$ cat src/rtl/ps2_io_pkg.sv
// ---------------------------------------------------------------------------
// ps2_io_pkg
// Shared definitions for the PS/2 I/O controller:
//   - register offsets relative to BASE_ADDR
//   - STATUS / CTRL bit positions
//   - receive-path FSM state encoding
// ---------------------------------------------------------------------------
package ps2_io_pkg;

  localparam logic [31:0] OFS_DATA   = 32'h0;
  localparam logic [31:0] OFS_STATUS = 32'h4;
  localparam logic [31:0] OFS_CTRL   = 32'h8;

  // STATUS fields
  localparam int ST_EN       = 0;
  localparam int ST_EMPTY    = 1;
  localparam int ST_FULL     = 2;
  localparam int ST_OVF      = 3;
  localparam int ST_BCNT_LSB = 4;  // [5:4]  partial byte count
  localparam int ST_FCNT_LSB = 8;  // [12:8] FIFO word count

  // CTRL fields
  localparam int CTRL_EN      = 0;
  localparam int CTRL_FLUSH   = 1;
  localparam int CTRL_OVF_CLR = 2;
  localparam int CTRL_IRQ_EN  = 3;

  typedef enum logic [1:0] {
    DIS   = 2'd0,
    RECV  = 2'd1,
    PUSH  = 2'd2,
    STALL = 2'd3
  } state_e;

endpackage

$ cat src/rtl/ps2_io_ctrl_if.sv
// ---------------------------------------------------------------------------
// ps2_io_ctrl_if
// Processor I/O bus seen by the PS/2 controller.
//   cpu_addr   : bus address
//   cpu_rd     : one-cycle read strobe
//   cpu_wr     : one-cycle write strobe
//   cpu_wdata  : write data
//   cpu_rdata  : registered read data
//   cpu_rvalid : one-cycle pulse, cycle after a decoded read
// master = processor side, slave = controller side.
// ---------------------------------------------------------------------------
interface ps2_io_ctrl_if;
  logic [31:0] cpu_addr;
  logic        cpu_rd;
  logic        cpu_wr;
  logic [31:0] cpu_wdata;
  logic [31:0] cpu_rdata;
  logic        cpu_rvalid;

  modport master (
    output cpu_addr, cpu_rd, cpu_wr, cpu_wdata,
    input  cpu_rdata, cpu_rvalid
  );

  modport slave (
    input  cpu_addr, cpu_rd, cpu_wr, cpu_wdata,
    output cpu_rdata, cpu_rvalid
  );
endinterface

$ cat src/rtl/ps2_word_fifo.sv
// ---------------------------------------------------------------------------
// ps2_word_fifo
// Synchronous word FIFO, DEPTH a power of two.
//   clk, reset : clock, synchronous active-high reset
//   clear      : synchronous empty (flush), wins over push/pop
//   push, din  : write request and data (accepted if not full, or if a pop
//                happens in the same cycle)
//   pop, dout  : read request, dout is the current head (show-ahead)
//   full, empty, count : occupancy, count width clog2(DEPTH)+1
// ---------------------------------------------------------------------------
module ps2_word_fifo #(
  parameter int DEPTH = 4,
  parameter int W     = 32
) (
  input  logic                     clk,
  input  logic                     reset,
  input  logic                     clear,
  input  logic                     push,
  input  logic                     pop,
  input  logic [W-1:0]             din,
  output logic [W-1:0]             dout,
  output logic                     full,
  output logic                     empty,
  output logic [$clog2(DEPTH):0]   count
);

  localparam int AW = $clog2(DEPTH);
  localparam int CW = AW + 1;

  logic [W-1:0]  mem_q [DEPTH];
  logic [AW-1:0] wr_ptr_q, rd_ptr_q;
  logic [CW-1:0] cnt_q;
  logic          do_push, do_pop;

  assign full    = (cnt_q == CW'(DEPTH));
  assign empty   = (cnt_q == '0);
  assign count   = cnt_q;
  assign dout    = mem_q[rd_ptr_q];

  // A pop frees the slot the same cycle, so a push on a full FIFO is legal then.
  assign do_pop  = pop && !empty && !clear;
  assign do_push = push && (!full || do_pop) && !clear;

  // NOTE: sequential state uses non-blocking assignments so every register
  // samples pre-edge values, independent of statement order.
  always_ff @(posedge clk) begin
    if (reset || clear) begin
      wr_ptr_q <= '0;
      rd_ptr_q <= '0;
      cnt_q    <= '0;
    end else begin
      // Pointers are AW bits wide, so they wrap modulo DEPTH on their own.
      if (do_push) wr_ptr_q <= wr_ptr_q + AW'(1);
      if (do_pop)  rd_ptr_q <= rd_ptr_q + AW'(1);
      case ({do_push, do_pop})
        2'b10:   cnt_q <= cnt_q + CW'(1);
        2'b01:   cnt_q <= cnt_q - CW'(1);
        default: cnt_q <= cnt_q;
      endcase
    end
  end

  // NOTE: storage is not reset; occupancy is tracked by the pointers/count,
  // so stale contents are never observed and the array can map to RAM.
  always_ff @(posedge clk) begin
    if (do_push) mem_q[wr_ptr_q] <= din;
  end

endmodule

$ cat src/rtl/ps2_io_ctrl.sv
// ---------------------------------------------------------------------------
// ps2_io_ctrl
// Bridges the PS/2 byte receiver to the processor I/O bus: packs bytes into
// 32-bit words (first byte in [7:0]), queues them in a word FIFO and serves
// DATA (+0x0, pop on read), STATUS (+0x4) and CTRL (+0x8) registers.
//   clk, reset         : clock, synchronous active-high reset
//   rx_done_tick       : one-cycle pulse, rx_dout valid
//   rx_dout            : received byte
//   rx_en              : receiver enable (RECV/PUSH states)
//   bus                : processor bus, slave modport of ps2_io_ctrl_if
//   listo              : FIFO non-empty
//   ovf                : sticky overflow (byte arrived while a word was held)
//   irq                : only with PS2_IRQ_EN defined; registered
//                        irq_en & (listo | ovf), irq_en is CTRL[3]
// ---------------------------------------------------------------------------
module ps2_io_ctrl
  import ps2_io_pkg::*;
#(
  parameter logic [31:0] BASE_ADDR   = 32'h0000_AAA0,
  parameter int          FIFO_DEPTH  = 4,
  parameter int          TIMEOUT_CYC = 100000
) (
  input  logic          clk,
  input  logic          reset,
  input  logic          rx_done_tick,
  input  logic [7:0]    rx_dout,
  output logic          rx_en,
  ps2_io_ctrl_if.slave  bus,
  output logic          listo,
  output logic          ovf
`ifdef PS2_IRQ_EN
  ,
  output logic          irq
`endif
);

  localparam int CW = $clog2(FIFO_DEPTH) + 1;
  localparam int IW = (TIMEOUT_CYC > 0) ? $clog2(TIMEOUT_CYC + 1) : 1;
  localparam logic [IW-1:0] TO_MAX = IW'(TIMEOUT_CYC);

  state_e        state_q, state_d;
  logic [2:0]    bcnt_q, bcnt_d;
  logic [31:0]   word_q, word_d;
  logic [IW-1:0] idle_q, idle_d;
  logic          en_q, flush_q, ovf_q, rvalid_q;
  logic [31:0]   rdata_q;
  logic [31:0]   status_w, rd_mux;

  logic          fifo_push, fifo_pop, fifo_full, fifo_empty;
  logic [31:0]   fifo_dout;
  logic [CW-1:0] fifo_count;

  // ---- bus decode --------------------------------------------------------
  logic hit_data, hit_status, hit_ctrl, rd_hit, ctrl_wr, ovf_set;

  assign hit_data   = (bus.cpu_addr == BASE_ADDR + OFS_DATA);
  assign hit_status = (bus.cpu_addr == BASE_ADDR + OFS_STATUS);
  assign hit_ctrl   = (bus.cpu_addr == BASE_ADDR + OFS_CTRL);
  assign rd_hit     = bus.cpu_rd && (hit_data || hit_status || hit_ctrl);
  assign ctrl_wr    = bus.cpu_wr && hit_ctrl;
  assign fifo_pop   = bus.cpu_rd && hit_data && !fifo_empty;

  // A byte is lost whenever a complete word is still waiting for the FIFO;
  // a flush in the same cycle drops it silently instead.
  assign ovf_set = rx_done_tick && !flush_q &&
                   ((state_q == PUSH) || (state_q == STALL));

  ps2_word_fifo #(.DEPTH(FIFO_DEPTH), .W(32)) u_fifo (
    .clk   (clk),
    .reset (reset),
    .clear (flush_q),
    .push  (fifo_push),
    .pop   (fifo_pop),
    .din   (word_q),
    .dout  (fifo_dout),
    .full  (fifo_full),
    .empty (fifo_empty),
    .count (fifo_count)
  );

  // ---- receive FSM -------------------------------------------------------
  // NOTE: every always_comb output gets a default first so no path leaves a
  // signal unassigned (which would infer a latch).
  always_comb begin
    state_d   = state_q;
    bcnt_d    = bcnt_q;
    word_d    = word_q;
    fifo_push = 1'b0;

    if (flush_q || !en_q) begin
      // Partial (or held) word is discarded; the FIFO is cleared only by flush.
      state_d = en_q ? RECV : DIS;
      bcnt_d  = '0;
      word_d  = '0;
    end else begin
      case (state_q)
        DIS:  state_d = RECV;
        RECV: begin
          if (rx_done_tick) begin
            word_d[{bcnt_q[1:0], 3'b000} +: 8] = rx_dout;
            bcnt_d = bcnt_q + 3'd1;
            if (bcnt_q == 3'd3) state_d = PUSH;
          end else if ((TIMEOUT_CYC != 0) && (bcnt_q != '0) && (idle_q == TO_MAX)) begin
            // Unfilled bytes are already zero: word_q is cleared after each push.
            state_d = PUSH;
          end
        end
        PUSH: begin
          if (!fifo_full || fifo_pop) begin
            fifo_push = 1'b1;
            bcnt_d    = '0;
            word_d    = '0;
            state_d   = RECV;
          end else begin
            state_d = STALL;
          end
        end
        STALL: if (!fifo_full) state_d = PUSH;
        default: state_d = DIS;
      endcase
    end

    // Idle counter: restarts on every byte, saturates at TIMEOUT_CYC.
    if (state_q != RECV || rx_done_tick) idle_d = '0;
    else if (idle_q != TO_MAX)           idle_d = idle_q + IW'(1);
    else                                 idle_d = idle_q;
  end

  always_ff @(posedge clk) begin
    if (reset) begin
      state_q <= DIS;
      bcnt_q  <= '0;
      word_q  <= '0;
      idle_q  <= '0;
    end else begin
      state_q <= state_d;
      bcnt_q  <= bcnt_d;
      word_q  <= word_d;
      idle_q  <= idle_d;
    end
  end

  // ---- registers ---------------------------------------------------------
`ifdef PS2_IRQ_EN
  logic irq_en_q, irq_q;
`else
  logic irq_en_q;
  assign irq_en_q = 1'b0;
`endif

  always_comb begin
    status_w                       = '0;
    status_w[ST_EN]                = en_q;
    status_w[ST_EMPTY]             = fifo_empty;
    status_w[ST_FULL]              = fifo_full;
    status_w[ST_OVF]               = ovf_q;
    status_w[ST_BCNT_LSB +: 2]     = bcnt_q[1:0];
    status_w[ST_FCNT_LSB +: 5]     = 5'(fifo_count);

    rd_mux = '0;
    if (hit_data)        rd_mux = fifo_empty ? 32'h0 : fifo_dout;
    else if (hit_status) rd_mux = status_w;
    else if (hit_ctrl) begin
      // Flush and ovf-clear are strobes and always read back as 0.
      rd_mux[CTRL_EN]     = en_q;
      rd_mux[CTRL_IRQ_EN] = irq_en_q;
    end
  end

  always_ff @(posedge clk) begin
    if (reset) begin
      en_q     <= 1'b0;
      flush_q  <= 1'b0;
      ovf_q    <= 1'b0;
      rvalid_q <= 1'b0;
      rdata_q  <= '0;
    end else begin
      rvalid_q <= rd_hit;
      if (rd_hit)  rdata_q <= rd_mux;
      flush_q  <= ctrl_wr && bus.cpu_wdata[CTRL_FLUSH];
      if (ctrl_wr) en_q <= bus.cpu_wdata[CTRL_EN];
      // A new overflow in the same cycle as a clear is kept.
      if (ovf_set)                                     ovf_q <= 1'b1;
      else if (ctrl_wr && bus.cpu_wdata[CTRL_OVF_CLR]) ovf_q <= 1'b0;
    end
  end

`ifdef PS2_IRQ_EN
  always_ff @(posedge clk) begin
    if (reset) begin
      irq_en_q <= 1'b0;
      irq_q    <= 1'b0;
    end else begin
      if (ctrl_wr) irq_en_q <= bus.cpu_wdata[CTRL_IRQ_EN];
      irq_q <= irq_en_q && (!fifo_empty || ovf_q);
    end
  end
  assign irq = irq_q;
`endif

  assign rx_en          = (state_q == RECV) || (state_q == PUSH);
  assign listo          = !fifo_empty;
  assign ovf            = ovf_q;
  assign bus.cpu_rdata  = rdata_q;
  assign bus.cpu_rvalid = rvalid_q;

endmodule

$ cat src/flat_wrapper.sv
// flat-port wrapper written by rule: the top's interface ports become plain ports
module ps2_io_ctrl_flat import ps2_io_pkg::*;
#(
  parameter logic [31:0] BASE_ADDR   = 32'h0000_AAA0,
  parameter int          FIFO_DEPTH  = 4,
  parameter int          TIMEOUT_CYC = 100000
)
  (clk, reset, rx_done_tick, rx_dout, rx_en, listo, ovf, bus_cpu_addr, bus_cpu_rd, bus_cpu_wr, bus_cpu_wdata, bus_cpu_rdata, bus_cpu_rvalid);
  ps2_io_ctrl_if bus_i ();
  input  logic clk;
  input  logic reset;
  input  logic rx_done_tick;
  input  logic [7:0] rx_dout;
  output logic rx_en;
  output logic listo;
  output logic ovf;
  input wire logic [$bits(bus_i.cpu_addr)-1:0] bus_cpu_addr;
  input wire logic [$bits(bus_i.cpu_rd)-1:0] bus_cpu_rd;
  input wire logic [$bits(bus_i.cpu_wr)-1:0] bus_cpu_wr;
  input wire logic [$bits(bus_i.cpu_wdata)-1:0] bus_cpu_wdata;
  output wire logic [$bits(bus_i.cpu_rdata)-1:0] bus_cpu_rdata;
  output wire logic [$bits(bus_i.cpu_rvalid)-1:0] bus_cpu_rvalid;
  assign bus_i.cpu_addr = bus_cpu_addr;
  assign bus_i.cpu_rd = bus_cpu_rd;
  assign bus_i.cpu_wr = bus_cpu_wr;
  assign bus_i.cpu_wdata = bus_cpu_wdata;
  assign bus_cpu_rdata = bus_i.cpu_rdata;
  assign bus_cpu_rvalid = bus_i.cpu_rvalid;
  ps2_io_ctrl #(.BASE_ADDR(BASE_ADDR), .FIFO_DEPTH(FIFO_DEPTH), .TIMEOUT_CYC(TIMEOUT_CYC)) u_core (.clk(clk), .reset(reset), .rx_done_tick(rx_done_tick), .rx_dout(rx_dout), .rx_en(rx_en), .bus(bus_i), .listo(listo), .ovf(ovf));
endmodule
$ cat config.mk
export PLATFORM = sky130hd
export DESIGN_NAME = ps2_io_ctrl_flat
export DESIGN_NICKNAME = d
export VERILOG_FILES = /design/src/rtl/ps2_io_pkg.sv /design/src/rtl/ps2_io_ctrl_if.sv /design/src/rtl/ps2_word_fifo.sv /design/src/rtl/ps2_io_ctrl.sv /design/src/flat_wrapper.sv
export SDC_FILE = /design/constraint.sdc
export NUM_CORES = 1
export LEC_CHECK = 0
export BUFFER_PORTS_ARGS = -buffer_cell sky130_fd_sc_hd__buf_2
export CAP_MARGIN = 10
export CORE_MARGIN = 3
export CORE_UTILIZATION = 50
export CTS_CLUSTER_DIAMETER = 30
export DETAILED_ROUTE_END_ITERATION = 10
export PLACE_DENSITY = 0.7
export SYNTH_ARGS = -nofsm -noshare
export SYNTH_HDL_FRONTEND = slang
export SYNTH_HIERARCHICAL = 1
export SYNTH_SLANG_ARGS = --single-unit
$ cat constraint.sdc
create_clock -name clk -period 4.9 [get_ports clk]
set_input_delay 1.225 -clock clk [delete_from_list [all_inputs] [get_ports clk]]
set_output_delay 1.225 -clock clk [all_outputs]
set_load 0.01 [all_outputs]
==> flow_summary.yaml <==
global_route:
  grt_pass1_wl_mm: 31.53
  antenna_found_initial: 0
  grt_overflow: 0
  grt_max_degree: 44
  grt_usage: 0.2047
  grt_pass1_vias: 5927
finish:
  final_nets: 828
  stdcell_count: 989
  area_delta_synth_final_pct: 21.99
  drive_gt1_frac: 0.2736
  antenna_cells: 0
  final_util: 0.6253
sta:
  finalCriticalPeriod_ns: 3.967
  timing.fmax_mhz: 252.1
  fin_setup_tns_ns: 0
  skew_ns: 0.02139
  tightest_slew_ns: 1.023
  min_period_over_period: 0.8095
  finalMaxSlewViolations: 0
  grt_setup_unrepaired: "false"
  max_slew_margin: 0.3164
  hold_viol_final: 0
  setup_violations: 0
clock_network:
  postCtsSetupBuffers: 0
  cts_resized: 0
  cts_tree: "built"
  clkTransAtPathRegs_ns: 0.05
  clockBufferDepth: 3
  cts_inserted_buffers: 38
  htree_levels: 2
  clock_sinks: 227
  clk_latency_ns: 0.52
  cts_root_buf: "clkbuf_16"
  cts_hold_buf: 0
yosys:
  synth_area_leaders: "edfxtp_1 (43%), dfxtp_1 (22%), mux4_2 (8.1%)"
  synth_nets: 720
  synthTopCellsByCount: "edfxtp_1 (128), dfxtp_1 (99), nor2_1 (60)"
  ys_warn_count: 6
  synth_top_cell_area_share: 0.4306
  synth_seq_area_share: 0.6526
  yosysMostFrequentCell: "edfxtp_1"
  syn_area_per_cell_um2: 14.26
  netlist_instances: 626
  netlist_area_um2: 8927
  async_flop_share: 0
  synth_edf_count: 128
  synth_top_area_cell: "edfxtp_1"
  synth-seq-cells: 227
  synth.distinct_cells: 66
  synth_ff_type: "edfxtp_1"
hold_path:
  hold_class: "reg -> reg"
power_and_ir_drop:
  ir_drop_mv: 0.3460
  power_density_nw_per_um2: 428.4
  power.leakage_nw: 4.194
  pwr-share-clk: 0.563
  seqPwrFrac: 0.427
  power.share.switching: 0.2003
  internal_power_mw: 3.731
  p_switching_mw: 0.9345
  p_total_mw: 4.666
  comb_power_share: 0.009
floorplan:
  coreArea_um2: 17420
  ioPinCount: 113
  die_x_um: 139.6
  dieArea_um2: 19490
  die_y_um: 139.6
  initial_core_util: 0.5126
  rows: 48
setup_path:
  cp-end-kind: "flip-flop"
  crit_buf_inv: 4
  cpMostUsedCell: "inv_1"
  cpLargestDelayFamily: "simple AND/OR/NAND/NOR gates"
  cp-start-kind: "primary input"
  path_class: "in -> reg"
  worstPathArrival_ns: 4.41
  critPathMaxFanout: 8
  crit_required_ns: 5.34
  slowest_stage: "or4b_1"
  crit_chain: "buf_2, nor4b_1, and4bb_2, and3_1, buf_4, or4b_1, and2_4, inv_1, ha_1, inv_1, fa_1, xor2_1, or3_1, a21oi_1"
  slowest_delay_ns: 0.63
status:
  status: "complete, no violations"
place:
  hpwl_mm: 12.40
  port_buffers: 83
  place_inst: 919
  place_congestion: 0.8480
route:
  initialDrtViolationCount: 398
  first_pass_iters: 5
  remaining_drc_errors: 0
  ant_nets: 0
  avgViaCountPerCell: 5.790
  wl_per_cell_um: 20.04
  dr_total_vias: 5726
  totalWireLength_mm: 19.82
job:
  maxCapViolations: 0
[cells by family (layout without fill, tap and decap cells)]
family / count (synthesis) / in the layout / synth area share
AND/OR/NAND/NOR: 179 / 179 / 0.1109
buffers and inverters: 46 / 184 / 0.02144
multiplexers: 44 / 44 / 0.09418
AO/OA/AOI/OAI: 97 / 97 / 0.08059
XOR/XNOR: 16 / 16 / 0.01570
adder cells (fa/ha/maj): 17 / 17 / 0.02467
flip-flops: 227 / 227 / 0.6526
[stage by stage]
stage	cell area, um2	hold WS [ns]	setup slack, ns
after floorplan	8927	0.4591	0.8119
after global placement	9595	0.4487	0.5758
after detailed placement	9595	0.4465	0.4717
after CTS	10890	0.4535	0.9938
after global routing	10890	0.4611	0.7582
final	10890	0.4515	0.9332
[final cells by class]
cell class / count / area [um2]
clock buffers: 49 / 1032
fillers: 1299 / 6526
inverters: 19 / 71.32
multi-input cells: 353 / 2910
flip-flops and latches: 227 / 5827
well taps: 225 / 281.5
clock inverters: 21 / 262.8
repair buffers: 95 / 505.5
[path summary, 6_finish.rpt]
| kind | start | slack, ns | cells past startpoint | end |
|---|---|---|---|---|
| worst min register to register | u_core/bus.cpu_rdata[2]$_SDFFE_PP0P_ | 0.45 | 2 | u_core/bus.cpu_rdata[2]$_SDFFE_PP0P_ |
| worst min-delay path | u_core/bus.cpu_rdata[2]$_SDFFE_PP0P_ | 0.45 | 2 | u_core/bus.cpu_rdata[2]$_SDFFE_PP0P_ |
| worst max register to register | u_core/u_fifo/count[1]$_SDFFE_PP0P_ | 1.44 | 13 | u_core/u_fifo/count[2]$_SDFFE_PP0P_ |
| worst max-delay path | bus_cpu_addr[15] | 0.93 | 14 | u_core/u_fifo/count[2]$_SDFFE_PP0P_ |
[power by group through the flow]
stage               combinational (mW)  sequential (mW)  clock, mW
finish                          0.0425             1.99       2.63
CTS                             0.0425             1.99       2.67
global route                    0.0465             1.99       2.76
detailed placement              0.0423             2.03          0
floorplan                       0.0113             2.03          0
global placement                0.0419             2.03          0
[state kept, by name, indices dropped and copies added (netlist names), named ones only]
| register | flops |
|---|---|
| u_core/bcnt_q | 3 |
| u_core/word_q | 32 |
| u_core/u_fifo/count | 3 |
| u_core/u_fifo/rd_ptr_q | 2 |
| u_core/ovf | 1 |
| u_core/idle_q | 17 |
| u_core/state_q | 2 |
| u_core/u_fifo/wr_ptr_q | 2 |
| u_core/bus.cpu_rdata | 32 |
| u_core/en_q | 1 |
| u_core/flush_q | 1 |
| u_core/bus.cpu_rvalid | 1 |
| u_core/u_fifo/mem_q | 128 |
[metal layers]
metal	global-route usage	routed length, um
met1	0.2558	7962
met2	0.3486	10090
met3	0.04742	1167
met4	0.07904	596
met5	0	0
[worst reg2reg max path, cell delays in order, from the launching register on]
cell	delay (ns)
dfxtp_1	0.34
nor3_1	0.31
nor4b_2	0.11
and3_1	0.23
buf_4	0.21
or4b_1	0.63
and2_4	0.23
inv_1	0.06
ha_1	0.19
inv_1	0.07
fa_1	0.40
xor2_1	0.17
or3_1	0.31
a21oi_1	0.15
[placed cells by master, fill, tap and decap left out, types with 3 or more instances in the layout]
| master | netlist | routed |
|---|---|---|
| clkbuf_1 | 15 | 7 |
| nor4_1 | 8 | 8 |
| clkinvlp_4 | 0 | 5 |
| dfxtp_1 | 99 | 98 |
| ha_1 | 16 | 16 |
| nand2_1 | 36 | 36 |
| and3_1 | 5 | 5 |
| nor4_4 | 3 | 3 |
| mux2i_1 | 12 | 12 |
| clkbuf_8 | 0 | 4 |
| bufinv_16 | 0 | 4 |
| buf_2 | 8 | 83 |
| inv_1 | 19 | 19 |
| nor3_1 | 5 | 5 |
| xor2_1 | 10 | 10 |
| inv_6 | 0 | 6 |
| nand4b_1 | 3 | 3 |
| nand2b_1 | 3 | 3 |
| clkinv_4 | 0 | 3 |
| clkbuf_16 | 0 | 38 |
| or3_1 | 10 | 10 |
| and3_2 | 4 | 4 |
| nand3_1 | 11 | 11 |
| a22oi_1 | 29 | 29 |
| a21oi_1 | 19 | 19 |
| nor2_1 | 60 | 60 |
| mux4_2 | 32 | 32 |
| buf_4 | 0 | 12 |
| o21ai_0 | 5 | 5 |
| nand4_1 | 3 | 3 |
| nand3b_1 | 3 | 3 |
| a22o_1 | 24 | 24 |
| xnor2_1 | 6 | 6 |
| edfxtp_1 | 128 | 128 |
Power figures use the tool's default switching activity.
